===== src/rtl/vga_timing_gen.sv =====
// rtl/vga_timing_gen.sv - 640x480@60 raster timing generator with pixel-rate divider
module vga_timing_gen #(
    parameter int unsigned CLK_DIV     = 4,
    parameter int unsigned H_TOTAL     = 800,
    parameter int unsigned H_SYNC      = 96,
    parameter int unsigned H_VIS_START = 144,
    parameter int unsigned H_VIS_END   = 784,
    parameter int unsigned V_TOTAL     = 525,
    parameter int unsigned V_SYNC      = 2,
    parameter int unsigned V_VIS_START = 35,
    parameter int unsigned V_VIS_END   = 515
) (
    input  logic       clk,
    input  logic       reset_n,
    output logic [9:0] hCount,
    output logic [9:0] vCount,
    output logic       hSync,
    output logic       vSync,
    output logic       bright,
    output logic       pixel_en,
    output logic       frame_tick
);

    localparam logic [3:0] DIV_LAST = 4'(CLK_DIV - 1);
    localparam logic [9:0] H_LAST   = 10'(H_TOTAL - 1);
    localparam logic [9:0] V_LAST   = 10'(V_TOTAL - 1);
    localparam logic [9:0] H_SYNC_W = 10'(H_SYNC);
    localparam logic [9:0] V_SYNC_W = 10'(V_SYNC);
    localparam logic [9:0] H_VS     = 10'(H_VIS_START);
    localparam logic [9:0] H_VE     = 10'(H_VIS_END);
    localparam logic [9:0] V_VS     = 10'(V_VIS_START);
    localparam logic [9:0] V_VE     = 10'(V_VIS_END);

    logic [3:0] div;
    logic [3:0] div_nxt;
    logic [9:0] h_nxt;
    logic [9:0] v_nxt;
    logic       step;
    logic       h_wrap;
    logic       v_wrap;

    always_comb begin
        step    = (div == DIV_LAST);
        div_nxt = step ? 4'd0 : div + 4'd1;
        h_wrap  = (hCount == H_LAST);
        v_wrap  = (vCount == V_LAST);
        h_nxt   = hCount;
        v_nxt   = vCount;
        if (step) begin
            if (h_wrap) begin
                h_nxt = 10'd0;
                v_nxt = v_wrap ? 10'd0 : vCount + 10'd1;
            end else begin
                h_nxt = hCount + 10'd1;
            end
        end
    end

    // Decode from next-state counters so syncs/bright line up with hCount/vCount.
    always_ff @(posedge clk or negedge reset_n) begin
        if (!reset_n) begin
            div        <= 4'd0;
            hCount     <= 10'd0;
            vCount     <= 10'd0;
            hSync      <= 1'b0;
            vSync      <= 1'b0;
            bright     <= 1'b0;
            pixel_en   <= 1'b0;
            frame_tick <= 1'b0;
        end else begin
            div        <= div_nxt;
            hCount     <= h_nxt;
            vCount     <= v_nxt;
            hSync      <= !(h_nxt < H_SYNC_W);
            vSync      <= !(v_nxt < V_SYNC_W);
            bright     <= (h_nxt >= H_VS) && (h_nxt < H_VE) &&
                          (v_nxt >= V_VS) && (v_nxt < V_VE);
            pixel_en   <= (div_nxt == DIV_LAST);
            frame_tick <= step && h_wrap && v_wrap;
        end
    end

endmodule


===== config.mk =====
export PLATFORM = sky130hd
export DESIGN_NAME = vga_timing_gen
export DESIGN_NICKNAME = d
export VERILOG_FILES = /design/src/rtl/vga_timing_gen.sv
export SDC_FILE = /design/constraint.sdc
export NUM_CORES = 1
export LEC_CHECK = 0
export CAP_MARGIN = 5
export CORE_ASPECT_RATIO = 0.75
export CORE_MARGIN = 4
export CORE_UTILIZATION = 47
export DETAILED_ROUTE_END_ITERATION = 8
export PLACE_DENSITY = 0.75
export SYNTH_ARGS = -nofsm -noshare
export SYNTH_HDL_FRONTEND = slang
export SYNTH_SLANG_ARGS = --single-unit

===== constraint.sdc =====
create_clock -name clk -period 2.6 [get_ports clk]
set_input_delay 0.26 -clock clk [delete_from_list [all_inputs] [get_ports clk]]
set_output_delay 0.26 -clock clk [all_outputs]
set_load 0.02 [all_outputs]

==> results.txt <==
kind of start point of the critical path: flop
area of the die: 4318 µm²
Fmax achieved: 397.0 MHz
final count of hold timing violations: 0
initial antenna violation count: 0
critical setup path kind: flop to flop
deepest clock path buffer count: 2
DRC violations left: 0
TritonCTS clock tree: yes
Bufs and invs on worst path: 0
crit path time final: 2.519 ns
synth top area cells: sky130_fd_sc_hd__dfrtp_1 (46%), sky130_fd_sc_hd__nand3_1 (5.1%), sky130_fd_sc_hd__xnor2_1 (4.5%), sky130_fd_sc_hd__ha_1 (4.0%), sky130_fd_sc_hd__nand2_1 (3.1%)
Clock Sink Count: 29
total design power: 873.1 µW
antenna violation net count after detailed routing: 0
Vias/cell: 5.836
cell accounting for the most synthesized area: sky130_fd_sc_hd__dfrtp_1
Top FF cell, synth: sky130_fd_sc_hd__dfrtp_1
worst slew pin tran: 0.5287 ns
initial cell density of the core: 0.5098
Synthesized Nets: 162
Final Setup Violations: 0
Slew Viols, Final: 0
count of state elements after synthesis: 29
slowest cell delay on critical path: 0.58 ns
post-cts hold buffer count: 0
placer's final routability congestion estimate: 0.8691
worst hold-check slack: 0.3609 ns
synthesis warning total: 0
total via count after detailed routing: 1354
global-route usage over all layers: 0.1820
Critical Path RT: 2.81 ns
worst endpoint data arrival time: 2.73 ns
largest voltage drop on the vdd net: 240.2 µV
overflow left after global routing: 0
cell class contributing the biggest share of worst-path delay: simple AND/OR/NAND/NOR gates
synthesized instance count: 155
Tightest Hold Check Type: input port to asynchronous set/reset pin
num rows: 17
largest fanout on the critical path: 8
total inserted antenna cells: 0
clock latency of the later-clocked register in the worst-skew pair: 0.29 ns
global-route wire length before repair: 5.975 mm
nets: 200
final non-filler cell total: 232
FF-to-FF setup slack: 0.08 ns
top-count cell post-synth: sky130_fd_sc_hd__dfrtp_1
Synth top cells by count: sky130_fd_sc_hd__dfrtp_1 (29), sky130_fd_sc_hd__nand3_1 (16), sky130_fd_sc_hd__nand2_1 (13), sky130_fd_sc_hd__nor2_1 (13), sky130_fd_sc_hd__o21ai_0 (9)
maximum number of pins on one net before global-route repair: 30
number of synthesized flops with an enable pin: 0
library cells used by synthesis: 44
Final period util: 0.9688
detailed placement HPWL: 2.644 mm
power per cell area: 428.6 nW/µm²
number of cells after detailed placement: 221
share of final-layout standard cells stronger than drive strength 1: 0.1856
master cell of the clock root buffer: sky130_fd_sc_hd__clkbuf_8
count of pins on the block boundary: 27
max-cap check violation count: 0
horizontal extent of the die: 74.56 µm
average wire per cell in the routed design: 16.00 µm
length of the first detailed-routing pass in iterations: 4
leakage power: 0.0008956 µW
iteration-0 DRC count of the detailed router: 185
fin area: 2037 µm²
via count of the first global-routing pass: 1333
Setup Skew: 0.01037 ns
Yosys top cell area share: 0.4647
relative slew slack: 0.6443
Filler Cells Inserted: 235
critical path endpoint category: flop
H-tree level count: 2
die height: 57.92 µm
synthesized area: 1561 µm²
final wirelength: 3.712 mm
chain of cells forming the critical path: ha_4 > or3b_4 > or4_4 > o21ai_0 > o211a_1 > o31ai_1 > a21o_1 > a21oi_2
proportion of register bits with asynchronous set or reset after synthesis: 1.000
core box area: 3063 µm²
post-detailed-placement cell area: 1877 µm²
CTS Buf Count: 5
relative area change from synthesis to final layout: 30.45%
Reg clk slew, reported paths: 0.07 ns
sequential area share after synthesis: 0.4647
mean instance size in the synthesized netlist: 10.07 µm²
slowest stage cell, crit path: sky130_fd_sc_hd__or4_4
number of buffer cells added on primary ports: 26
result of the run: completed
worst reg2reg max path, stage by stage, from the launching register on:
cell                      delay [ns]
sky130_fd_sc_hd__dfrtp_1        0.41
sky130_fd_sc_hd__ha_4           0.18
sky130_fd_sc_hd__or3b_4         0.41
sky130_fd_sc_hd__or4_4          0.58
sky130_fd_sc_hd__o21ai_0        0.25
sky130_fd_sc_hd__o211a_1        0.24
sky130_fd_sc_hd__o31ai_1        0.08
sky130_fd_sc_hd__a21o_1         0.19
sky130_fd_sc_hd__a21oi_2        0.10
timing repair:
| item | 4_1_cts | 5_1_grt |
|---|---|---|
| cloned | 0 | 0 |
| hold endpoints to repair | 0 | 0 |
| resized for setup | 2 | 5 |
| pin swaps | 0 | 2 |
| buffers inserted | 0 | 3 |
| setup endpoints to repair | 1 | 1 |
cell usage in the layout (no fill, tap or decap), types with 2 or more instances in the layout:
master,Yosys,routed
sky130_fd_sc_hd__or4_1,2,2
sky130_fd_sc_hd__nor2_1,13,13
sky130_fd_sc_hd__nor3b_1,2,2
sky130_fd_sc_hd__nand4b_1,2,2
sky130_fd_sc_hd__and4_1,2,2
sky130_fd_sc_hd__nor3_1,5,5
sky130_fd_sc_hd__ha_1,5,4
sky130_fd_sc_hd__o31ai_1,2,2
sky130_fd_sc_hd__xnor2_1,8,8
sky130_fd_sc_hd__buf_4,2,9
sky130_fd_sc_hd__o21ai_0,9,9
sky130_fd_sc_hd__clkbuf_8,0,7
sky130_fd_sc_hd__xor2_1,4,4
sky130_fd_sc_hd__nand2_1,13,13
sky130_fd_sc_hd__clkdlybuf4s50_1,0,26
sky130_fd_sc_hd__dfrtp_1,29,29
sky130_fd_sc_hd__a21o_2,2,2
sky130_fd_sc_hd__nand4_1,3,3
sky130_fd_sc_hd__inv_1,8,8
sky130_fd_sc_hd__nand3_1,16,16
power breakdown:
group / switching (µW) / internal (µW) / total, µW / leakage (µW)
clock: 172 / 239 / 411 / 0.0000542
combinational: 8.85 / 2.30 / 11.2 / 0.000450
sequential: 0 / 451 / 451 / 0.000391
total: 181 / 692 / 873 / 0.000896
worst paths after layout:
| check | from | end | cells after the start |
|---|---|---|---|
| max in group asynchronous | reset_n | div[0]$_DFF_PN0_ | 2 |
| min in group clk | hCount[1]$_DFF_PN0_ | hCount[1]$_DFF_PN0_ | 2 |
| setup reg to reg | div[0]$_DFF_PN0_ | bright$_DFF_PN0_ | 8 |
| hold reg to reg | hCount[1]$_DFF_PN0_ | hCount[1]$_DFF_PN0_ | 2 |
| setup / recovery | div[0]$_DFF_PN0_ | bright$_DFF_PN0_ | 8 |
| hold / removal | reset_n | hCount[5]$_DFF_PN0_ | 2 |
metal layers:
metal  track usage  vias to the layer above  part of all wire
met5             0                        -                 0
met3       0.06932                       12             0.093
met1        0.2351                      638              0.44
li1              -                      635                 -
met2        0.2666                       69              0.45
met4       0.08883                        0             0.020
cell families (layout without fill, tap and decap cells):
logic type / after synthesis / count (layout) / share of synthesized area
compound gates: 23 / 23 / 0.1050
xor+xnor: 13 / 13 / 0.07773
fa+ha+maj: 5 / 5 / 0.04006
buf+inv: 12 / 51 / 0.04327
flops: 29 / 29 / 0.4647
mux: 2 / 2 / 0.01362
simple gates: 71 / 71 / 0.2556
state kept, by name, summed over array words and instances, names as in the netlist:
register / flops
hSync: 1
hCount: 10
vSync: 1
vCount: 10
div: 4
bright: 1
frame_tick: 1
pixel_en: 1
area by class of cell:
class                           count  area [µm²]  area share
Clock inverter                      1       5.005    0.002457
Multi-Input combinational cell    114       804.5      0.3950
Timing Repair Buffer               35       327.8      0.1609
Clock buffer                        7       96.34     0.04730
Tap cell                           38       47.55     0.02334
Sequential cell                    29       725.7      0.3563
Inverter                            8       30.03     0.01474
metrics by stage:
stage               TNS (ns)    util  setup slack, ns
floorplan                  0       -           0.1224
global placement           0  0.6127          0.03960
detailed placement  -0.02257  0.6127         -0.02257
CTS                        0  0.6479         0.002311
global route        -0.03899  0.6650         -0.03899
finish                     0  0.6650          0.08122
Power figures use the tool's default switching activity.
